`src/rtl/imm_gen_stage.sv`:
```
// imm_gen_stage: decode-path immediate generator with a two-entry skid buffer.
// Each entry carries its registered immediate, tag and reserved-select flag.
module imm_gen_stage #(
   parameter int XLEN  = 32,
   parameter int TAG_W = 5
) (
   input  logic             clk,
   input  logic             reset_n,
   input  logic             flush,
   input  logic             in_valid,
   output logic             in_ready,
   input  logic [2:0]       in_imm_sel,
   input  logic [31:0]      in_inst,
   input  logic [TAG_W-1:0] in_tag,
   output logic             out_valid,
   input  logic             out_ready,
   output logic [XLEN-1:0]  out_imm,
   output logic [TAG_W-1:0] out_tag,
   output logic             out_illegal,
   output logic [1:0]       count
);
   logic [31:0]      imm32;
   logic [XLEN-1:0]  new_imm;
   logic             new_ill;
   logic             m_v, s_v, m_ill, s_ill;
   logic [XLEN-1:0]  m_imm, s_imm;
   logic [TAG_W-1:0] m_tag, s_tag;
   logic             acc, drn, m_load;

   always_comb begin
      imm32 = '0;
      case (in_imm_sel)
         3'd0, 3'd5: imm32 = {{20{in_inst[31]}}, in_inst[31:20]};
         3'd1: imm32 = {{20{in_inst[31]}}, in_inst[31:25], in_inst[11:7]};
         3'd2: imm32 = {{19{in_inst[31]}}, in_inst[31], in_inst[7], in_inst[30:25], in_inst[11:8], 1'b0};
         3'd3: imm32 = {in_inst[31:12], 12'b0};
         3'd4: imm32 = {{11{in_inst[31]}}, in_inst[31], in_inst[19:12], in_inst[20], in_inst[30:21], 1'b0};
         3'd6: imm32 = {27'b0, in_inst[19:15]};
         default: imm32 = '0;
      endcase
   end

   // Every format's sign lives in bit 31 of the 32-bit form (CSR and reserved are zero there).
   always_comb begin
      new_imm = {XLEN{imm32[31]}};
      new_imm[31:0] = imm32;
   end

   assign new_ill  = in_imm_sel == 3'd7;
   assign in_ready = !s_v;
   assign acc      = in_valid && in_ready && !flush;
   assign drn      = m_v && out_ready;
   assign m_load   = !m_v || drn;

   always_ff @(posedge clk or negedge reset_n) begin
      if (!reset_n) begin
         m_v   <= 1'b0;
         m_imm <= '0;
         m_tag <= '0;
         m_ill <= 1'b0;
         s_v   <= 1'b0;
         s_imm <= '0;
         s_tag <= '0;
         s_ill <= 1'b0;
      end else if (flush) begin
         m_v <= 1'b0;
         s_v <= 1'b0;
      end else begin
         if (m_load) begin
            m_v <= s_v || acc;
            if (s_v) begin
               m_imm <= s_imm;
               m_tag <= s_tag;
               m_ill <= s_ill;
            end else if (acc) begin
               m_imm <= new_imm;
               m_tag <= in_tag;
               m_ill <= new_ill;
            end
         end
         if (s_v && m_load) s_v <= 1'b0;
         else if (acc && !m_load) begin
            s_v   <= 1'b1;
            s_imm <= new_imm;
            s_tag <= in_tag;
            s_ill <= new_ill;
         end
      end
   end

   assign out_valid   = m_v;
   assign out_imm     = m_imm;
   assign out_tag     = m_tag;
   assign out_illegal = m_ill;
   assign count       = {1'b0, m_v} + {1'b0, s_v};
endmodule

```
`config.mk`:
```
export PLATFORM = sky130hd
export DESIGN_NAME = imm_gen_stage
export DESIGN_NICKNAME = d
export VERILOG_FILES = /design/src/rtl/imm_gen_stage.sv
export SDC_FILE = /design/constraint.sdc
export NUM_CORES = 1
export LEC_CHECK = 0
export ABC_AREA = 1
export BUFFER_PORTS_ARGS = -buffer_cell sky130_fd_sc_hd__buf_2
export CORE_MARGIN = 5
export CORE_UTILIZATION = 50
export CTS_CLUSTER_DIAMETER = 50
export DETAILED_ROUTE_END_ITERATION = 6
export PLACE_DENSITY = 0.76
export SLEW_MARGIN = 20
export SYNTH_ARGS = -nofsm -noshare
export SYNTH_HDL_FRONTEND = slang
export SYNTH_SLANG_ARGS = --single-unit
export TNS_END_PERCENT = 1
```
`constraint.sdc`:
```
create_clock -name clk -period 2.1 [get_ports clk]
set_input_delay 0.21 -clock clk [delete_from_list [all_inputs] [get_ports clk]]
set_output_delay 0.21 -clock clk [all_outputs]
set_load 0.005 [all_outputs]
```
==> out/qor.csv, run 1 <==
metric,value,unit
fp-row-count,32,
area_growth,14.0,%
min_period_over_period,76.3,%
clock-skew-final,0.00756,ns
port_buffers,79,
pre_cts_ws,0.494,ns
drive_above_1_share,20.7,%
synthTopCellsByCount,"nand2_1 (204), dfrtp_1 (78), nor2_1 (53)",
htree_levels,3,
yosys-top-cells-area,"dfrtp_1 (48%), nand2_1 (19%), nor2_1 (4.9%)",
min_from,in_tag[3],
drc,0,
dr.pass1.iters,7,
final_antenna_net_count,0,
min_period,1.60,ns
final_nets,635,
numClockSinks,78,
end_kind,register,
cts_buffers,9,
hold_depth,3,
worst_ep_required_time,2.37,ns
tightest_slew,0.546,ns
cts_hold_buf,1,
netlist_area,4040,um2
fp.dieW,99.9,um
vias,3654,
hold_path.class,primary input to register,
dp_hpwl,6550,um
finalSetupViolCount,0,
root_buffer,clkbuf_8,
wl_met2,4240,um
worst_path_max_delay_cell,dfrtp_1,
cts_tree,done,
peakVddDrop,495,uV
grt_pass1_wl,16300,um
worstReg2RegStart,s_v,
dieHeight,99.9,um
critPathLaunch,s_v,
rr_worst_depth,4,
synth_top_flop_cell,dfrtp_1,
report.final.slew_viol_count,0,
crit_fanout,38,
arrival,1.87,ns
synthDistinctLibCells,28,
grt_overflow_total,0,
synth.avg_cell_area,7.74,um2
crit_path_start_kind,register,
vias_per_cell,5.25,
clk_latency,0.35,ns
synth_largest_area_cell,dfrtp_1,
wl_met3,727,um
ys_warn_count,0,
grt_pass1_vias,3548,
post-cts-setup-buffers,0,
diodes,0,
synthCells,522,
relSlewSlack,63.6,%
final.setup.worst_slack,0.497,ns
antenna_found_initial,0,
synth_most_common_cell,nand2_1,
synth-edff-count,0,
ys_seq_elements,78,
crit_chain,inv_8 > nand4_4 > buf_12 > o21ai_0,
rsz0062_at_grt,no,
floorplan.initialDensity,51.7,%
top_layer_used,met4,
dieArea,9980,um2
drt-initial-drc-count,207,
track_usage,20.0,%
gp_congestion,0.869,
status,finished clean,
leakage,2.64,nW
syn_nets,568,
drt-met1-wl,4230,um
clockBufferDepth,2,
ys_async_sr_fraction,100,%
finalHoldViolations,0,
synth_top_area_share,48.3,%
grt_max_degree,42,
worstSetupPathType,register to register,
ys_seq_area_share,48.3,%
core-area,7810,um2
path_clk_slew,0.09,ns
power.density,815,nW/um2
io_pins,87,
fmax,624,MHz
fin_setup_tns,0,ns
max_stage_delay,0.50,ns
routedWlPerCell,13.5,um
maxCapViolCount,0,
cts_resized,0,
drt-total-wl,9380,um
-- power breakdown --
part	internal [mW]	total, mW	leakage [nW]	switching (mW)
Combinational	0.313	0.753	1.55	0.440
Clock	0.467	1.05	0.0889	0.587
Sequential	1.80	1.95	1.00	0.150
-- state kept, by name, summed over array words and instances, names as in the netlist --
name         flops
out_tag          5
s_ill            1
out_imm         32
out_valid        1
s_v              1
s_imm           32
out_illegal      1
s_tag            5
-- worst paths after layout --
check / end / slack (ns)
worst max-delay path: s_imm[12] / 0.50
max in group asynchronous: s_tag[0] / 1.13
worst min-delay path: s_tag[3] / 0.13
min in group asynchronous: out_tag[3] / 0.37
worst max register to register: s_imm[12] / 0.50
worst min register to register: out_imm[0] / 0.48
-- cell families after synthesis --
family | synth area share, %
AND/OR/NAND/NOR | 32.7
buffers and inverters | 8.98
flip-flops | 48.3
AO/OA/AOI/OAI | 9.63
adder cells (fa/ha/maj) | 0.310
-- critical path: cells and delay by family (launching register included) --
kind,cells,cell delay [ns]
compound gates,1,0.21
flops,1,0.50
simple gates,1,0.29
buf+inv,2,0.49
-- metrics by stage --
stage                     hold slack, ns  std cells  area (um2)  power, mW  util [%]
after floorplan                  -0.0856        522        4040       2.43         -
after global placement             0.227        679        4410       2.69      56.5
after detailed placement           0.237        679        4410       2.73      56.5
after CTS                          0.123        696        4610       3.79      59.0
after global routing               0.121        696        4610       4.01      59.0
final                              0.129        696        4610       3.75      59.0
-- cell type report --
cell class | instances | area (um2)
inverter | 26 | 105
sequential | 78 | 1950
tap | 102 | 128
clock inverter | 6 | 46.3
clock buffer | 10 | 138
fill | 741 | 3200
multi-input combinational | 385 | 1720
timing repair buffer | 89 | 513
-- routing by layer --
metal | vias up | GRT usage (%)
li1 | 1806 | -
met1 | 1713 | 27.2
met2 | 116 | 31.4
met3 | 19 | 4.79
met4 | 0 | 6.62
met5 | - | 0
-- placed cells by master (no fill, tap or decap), types with 3 or more instances in the layout --
cell	instances
nand4_1	18
nand3_1	22
clkbuf_8	10
buf_4	7
o21ai_0	36
inv_1	21
a21oi_1	16
o211ai_1	6
nor2_2	4
o21ai_1	15
dfrtp_1	78
nand2_1	204
nand2_2	3
nor2_1	53
inv_2	4
buf_12	3
buf_2	78
Power figures use the tool's default switching activity.
==> run 2, diff against run 1 <==
==> constraint.sdc (replaced) <==
create_clock -name clk -period 1.5 [get_ports clk]
set_input_delay 0.15 -clock clk [delete_from_list [all_inputs] [get_ports clk]]
set_output_delay 0.15 -clock clk [all_outputs]
set_load 0.005 [all_outputs]
==> run 2 against run 1 <==
Effect of this change: final cell count rose by 1.0%; first-iteration DRC count rose by 1.4%; critical path depth fell by 1; power increased by 50%; worst hold slack lost 0.058 ns; critical path type is now register to output pin; critical endpoint is now in_ready; largest cell class unchanged.
==> out/qor.csv, run 2 (same netlist as run 1, synthesis figures left out) <==
metric,value,unit,change
multi_input_area,1730,um2,was 1720 um2
path_clk_slew,0.09,ns,about the same
drt-total-wl,9520,um,was 9380 um
r2r_setup_slack,0.13,ns,was 0.50 ns
routedWlPerCell,13.5,um,about the same
drt-initial-drc-count,210,,was 207
final_antenna_net_count,0,,unchanged
vias,3627,,was 3654
fin_setup_tns,0,ns,unchanged
leakage,2.70,nW,was 2.64 nW
rr_worst_depth,6,,was 4
min_from,in_tag[2],,was in_tag[3]
finalHoldViolations,0,,unchanged
final_common_cell,nand2_1,,unchanged
fmax,698,MHz,
p_comb_share,19.1,%,was 20.0%
crit_fanout,39,,was 38
clockBufferDepth,2,,unchanged
grt_overflow_total,0,,unchanged
whs_endpoint,s_tag[2],,was s_tag[3]
worstSetupPathType,register to output pin,,was register to register
crit_path_start_kind,register,,unchanged
grt_pass1_vias,3500,,was 3548
antenna_found_initial,0,,unchanged
cts_tree,done,,unchanged
gp_congestion,0.894,,was 0.869
report.final.slew_viol_count,0,,unchanged
arrival,1.28,ns,was 1.87 ns
status,finished clean,,unchanged
diodes,0,,unchanged
p_clk_share,32.4,%,was 28.1%
drc,0,,unchanged
final_cell_mix,"nand2_1 (203), buf_2 (78), dfrtp_1 (77)",,"was nand2_1 (204), buf_2 (78), dfrtp_1 (78)"
fp-row-count,32,,unchanged
floorplan.initialDensity,51.7,%,unchanged
maxCapViolCount,0,,unchanged
worst_ep_required_time,1.35,ns,was 2.37 ns
area_growth,16.8,%,was 14.0%
seqCellArea,1950,um2,about the same
vias_per_cell,5.16,,was 5.25
fillers,725,,was 741
end_kind,output pin,,was register
power.density,1190,nW/um2,was 815 nW/um2
swShare,29.5,%,was 31.3%
p_seq_share,48.5,%,was 51.9%
r2r_end,s_imm[17],,was s_imm[12]
numClockSinks,78,,unchanged
dieArea,9980,um2,unchanged
clock-skew-final,0.0104,ns,was 0.00756 ns
dieHeight,99.9,um,unchanged
fp.dieW,99.9,um,unchanged
dp_hpwl,6840,um,was 6550 um
rsz0062_at_grt,no,,unchanged
hold_path.class,primary input to register,,unchanged
drive_above_1_share,22.0,%,was 20.7%
finalSetupViolCount,0,,unchanged
power.internal,3.96,mW,was 2.58 mW
p_switching,1.65,mW,was 1.18 mW
root_buffer,clkbuf_8,,unchanged
min_period_over_period,95.5,%,
finalPower,5.62,mW,was 3.75 mW
grt_max_degree,40,,was 42
clk_latency,0.36,ns,was 0.35 ns
htree_levels,3,,unchanged
hold_depth,3,,unchanged
grt_pass1_wl,16300,um,about the same
port_buffers,79,,unchanged
peakVddDrop,595,uV,was 495 uV
worstReg2RegStart,out_valid,,was s_v
cts_buffers,9,,unchanged
tightest_slew,0.417,ns,was 0.546 ns
io_pins,87,,unchanged
dr.pass1.iters,5,,was 7
core-area,7810,um2,unchanged
final_nets,642,,was 635
track_usage,20.2,%,was 20.0%
relSlewSlack,72.1,%,was 63.6%
min_period,1.43,ns,
## run 2: changes by cell type in the layout (fill, tap and decap cells not counted), sizes merged
cell,before,now
bufinv,0,2
clkinvlp,2,1
buf,88,95
clkinv,3,2
## run 2: how the worst max path moves through the flow
stage / start / end / slack [ns]
finish: s_v / in_ready / 0.07
global route: s_v / in_ready / 0.003
CTS: s_v / in_ready / 0.004
detailed placement: in_imm_sel[2] / out_imm[21] / 0.01
global placement: in_imm_sel[2] / out_imm[12] / 0.06
floorplan: s_v / out_imm[22] / 0.26
## run 2: stage by stage
step | hold WS [ns] | cells | setup WS, ns | cell area (um2) | util [%]
2_1_floorplan | -0.146 | 522 | 0.265 | 4040 | -
3_3_place_gp | 0.0877 | 686 | 0.0580 | 4450 | 57.0
3_5_place_dp | 0.0956 | 686 | 0.0105 | 4450 | 57.0
4_1_cts | 0.0615 | 703 | 0.00380 | 4700 | 60.2
5_1_grt | 0.0649 | 703 | 0.00271 | 4720 | 60.4
6_report | 0.0706 | 703 | 0.0681 | 4720 | 60.4
## run 2: power by group through the flow
| stage | clock, mW | combinational, mW | sequential (mW) |
|---|---|---|---|
| final | 1.82 | 1.07 | 2.73 |
| after global routing | 1.96 | 1.25 | 2.78 |
| after global placement | 0 | 1.04 | 2.74 |
| after floorplan | 0 | 0.649 | 2.75 |
| after detailed placement | 0 | 1.08 | 2.76 |
| after CTS | 1.85 | 1.09 | 2.73 |
## run 2: cell type report
class,instances,share of cell area [%]
inverters,26,2.23
multi-input cells,385,36.6
repair buffers,96,12.1
clock inverters,6,1.99
well taps,102,2.71
clock buffers,10,2.92
flip-flops and latches,78,41.4
## run 2: worst max-delay path, cell delays in order, from the launching register on
cell and delay (ns):
dfrtp_2 0.49, inv_8 0.10, buf_16 0.18, buf_2 0.15
## run 2: repair_timing
item / CTS / global route
resized for setup: 3 / 3
hold buffers: 1 / 0
setup buffers: 0 / 0
hold endpoints to repair: 25 / 0
endpoints found under the setup margin: 1 / 5
## run 2: routing by layer
layer / part of all wire, % / global-route usage, % / vias up
li1: - / - / 1821
met1: 44 / 27.7 / 1676
met2: 47 / 32.0 / 121
met3: 7.9 / 4.93 / 9
met4: 1.0 / 5.46 / 0
met5: 0 / 0 / -
==> run 3, diff against run 2 <==
==> constraint.sdc (replaced) <==
create_clock -name clk -period 1.6 [get_ports clk]
set_input_delay 0.16 -clock clk [delete_from_list [all_inputs] [get_ports clk]]
set_output_delay 0.16 -clock clk [all_outputs]
set_load 0.005 [all_outputs]
==> run 3 against run 2 <==
Effect of this change: critical path depth increased by 3; clock power down 18%; count of clock-buffer cells in the layout fell by 1; power decreased by 10%; setup slack improved by 0.068 ns; utilization down 0.38 points; largest cell class unchanged.
==> out/qor.csv, run 3 (same netlist as run 1, synthesis figures left out) <==
metric,value,unit,change
status,finished clean,,unchanged
diodes,0,,unchanged
min_period,1.46,ns,
grt_max_degree,65,,was 40
worstSetupPathType,register to register,,was register to output pin
worst_path_max_delay_cell,dfrtp_2,,unchanged
routedWlPerCell,13.5,um,about the same
gp_congestion,0.892,,was 0.894
vias,3652,,was 3627
power.density,1080,nW/um2,was 1190 nW/um2
antenna_found_initial,0,,unchanged
p_clk_share,29.5,%,was 32.4%
hold_path.class,primary input to register,,unchanged
clock-skew-final,0.0102,ns,was 0.0104 ns
fmax,683,MHz,
final_cell_mix,"nand2_1 (204), buf_2 (78), dfrtp_1 (77)",,"was nand2_1 (203), buf_2 (78), dfrtp_1 (77)"
drc,0,,unchanged
dr.pass1.iters,5,,unchanged
placed_cell_area,4450,um2,about the same
htree_levels,3,,unchanged
min_period_over_period,91.5,%,
swShare,30.5,%,was 29.5%
fillers,725,,unchanged
vias_per_cell,5.22,,was 5.16
report.final.slew_viol_count,0,,unchanged
pre_cts_ws,0.0581,ns,was 0.0105 ns
maxCapViolCount,0,,unchanged
fp-row-count,32,,unchanged
cts_tree,done,,unchanged
drt-initial-drc-count,169,,was 210
grt_overflow_total,0,,unchanged
relSlewSlack,71.4,%,was 72.1%
dp_hpwl,6570,um,was 6840 um
crit_fanout,41,,was 39
rsz0062_at_grt,no,,unchanged
dieHeight,99.9,um,unchanged
timing.hold.ws,0.0796,ns,was 0.0706 ns
worst_ep_required_time,1.82,ns,was 1.35 ns
final.setup.worst_slack,0.136,ns,was 0.0681 ns
p_seq_share,50.5,%,was 48.5%
final_common_cell,nand2_1,,unchanged
area_growth,16.0,%,was 16.8%
floorplan.initialDensity,51.7,%,unchanged
final_nets,638,,was 642
max_stage_delay,0.48,ns,was 0.49 ns
io_pins,87,,unchanged
dieArea,9980,um2,unchanged
clk_latency,0.35,ns,was 0.36 ns
fp.dieW,99.9,um,unchanged
numClockSinks,78,,unchanged
crit_chain,clkinv_8 > nand4_4 > buf_12 > inv_2 > nand2_1 > o21ai_0,,was inv_8 > buf_16 > buf_2
core-area,7810,um2,unchanged
path_clk_slew,0.09,ns,about the same
track_usage,19.6,%,was 20.2%
grt_pass1_vias,3493,,was 3500
drive_above_1_share,21.3,%,was 22.0%
end_kind,register,,was output pin
root_buffer,clkbuf_8,,unchanged
finalSetupViolCount,0,,unchanged
leakage,2.68,nW,was 2.70 nW
drt-total-wl,9420,um,was 9520 um
fin_area,4690,um2,was 4720 um2
finalHoldViolations,0,,unchanged
peakVddDrop,616,uV,was 595 uV
tightest_slew,0.429,ns,was 0.417 ns
post-cts-setup-buffers,0,,unchanged
arrival,1.69,ns,was 1.28 ns
p_switching,1.54,mW,was 1.65 mW
port_buffers,79,,unchanged
p_comb_share,20.0,%,was 19.1%
crit_path_start_kind,register,,unchanged
fin_setup_tns,0,ns,unchanged
cts_buffers,9,,unchanged
clockBufferDepth,2,,unchanged
final_antenna_net_count,0,,unchanged
power.internal,3.51,mW,was 3.96 mW
grt_pass1_wl,16100,um,was 16300 um
-- run 3: changes by cell type in the layout (fill, tap and decap cells not counted), sizes merged --
cell,change
bufinv,-1
clkinv,+3
buf,-5
inv,-1
-- run 3: what timing repair did --
action,CTS,global route
hold buffers,1,0
cloned,0,1
endpoints found under the hold margin,57,0
gates resized for setup,0,3
endpoints found under the setup margin,1,14
-- run 3: final cells by class --
| cell class | count | area [um2] | area share (%) |
|---|---|---|---|
| multi-input combinational | 385 | 1730 | 37.0 |
| inverter | 26 | 110 | 2.35 |
| clock inverter | 7 | 73.8 | 1.58 |
| clock buffer | 9 | 124 | 2.64 |
| timing repair buffer | 92 | 566 | 12.1 |
| sequential | 78 | 1950 | 41.7 |
| tap | 102 | 128 | 2.72 |
-- run 3: power groups by stage --
stage	Combinational [mW]	Sequential (mW)	Clock [mW]
after floorplan	0.608	2.58	0
after global placement	0.979	2.57	0
after detailed placement	1.02	2.59	0
after CTS	1.02	2.55	1.52
after global routing	1.18	2.60	1.60
final	1.01	2.55	1.49
-- run 3: per-stage QoR --
stage               total power [mW]  cells  util [%]
global placement                3.55    682      57.0
CTS                             5.10    698      59.5
finish                          5.05    699      60.0
floorplan                       3.18    522         -
global route                    5.39    699      60.0
detailed placement              3.60    682      57.0
-- run 3: path summary, 6_finish.rpt --
kind                                to  slack [ns]  cells after the start        start
setup reg to reg             s_imm[11]        0.14                      6          s_v
hold reg to reg            out_imm[27]        0.48                      2  out_imm[27]
setup / recovery             s_imm[11]        0.14                      6          s_v
min in group asynchronous   out_tag[3]        0.21                      2      reset_n
hold / removal                s_tag[3]        0.08                      3    in_tag[3]
max in group asynchronous   out_imm[4]        0.81                      3      reset_n
-- run 3: routing by layer --
metal  global-route usage (%)  routed length (um)
met5                        0                   0
met4                     5.67                 116
met3                     4.93                 673
met2                     30.5                4290
met1                     27.3                4350
-- run 3: worst max-delay path: cells and delay by family (launching register included) --
kind / cells / cell delay [ns]
buffers and inverters: 3 / 0.50
DFF: 1 / 0.48
and+or+nand+nor: 2 / 0.25
AOI/OAI and AO/OA: 1 / 0.09
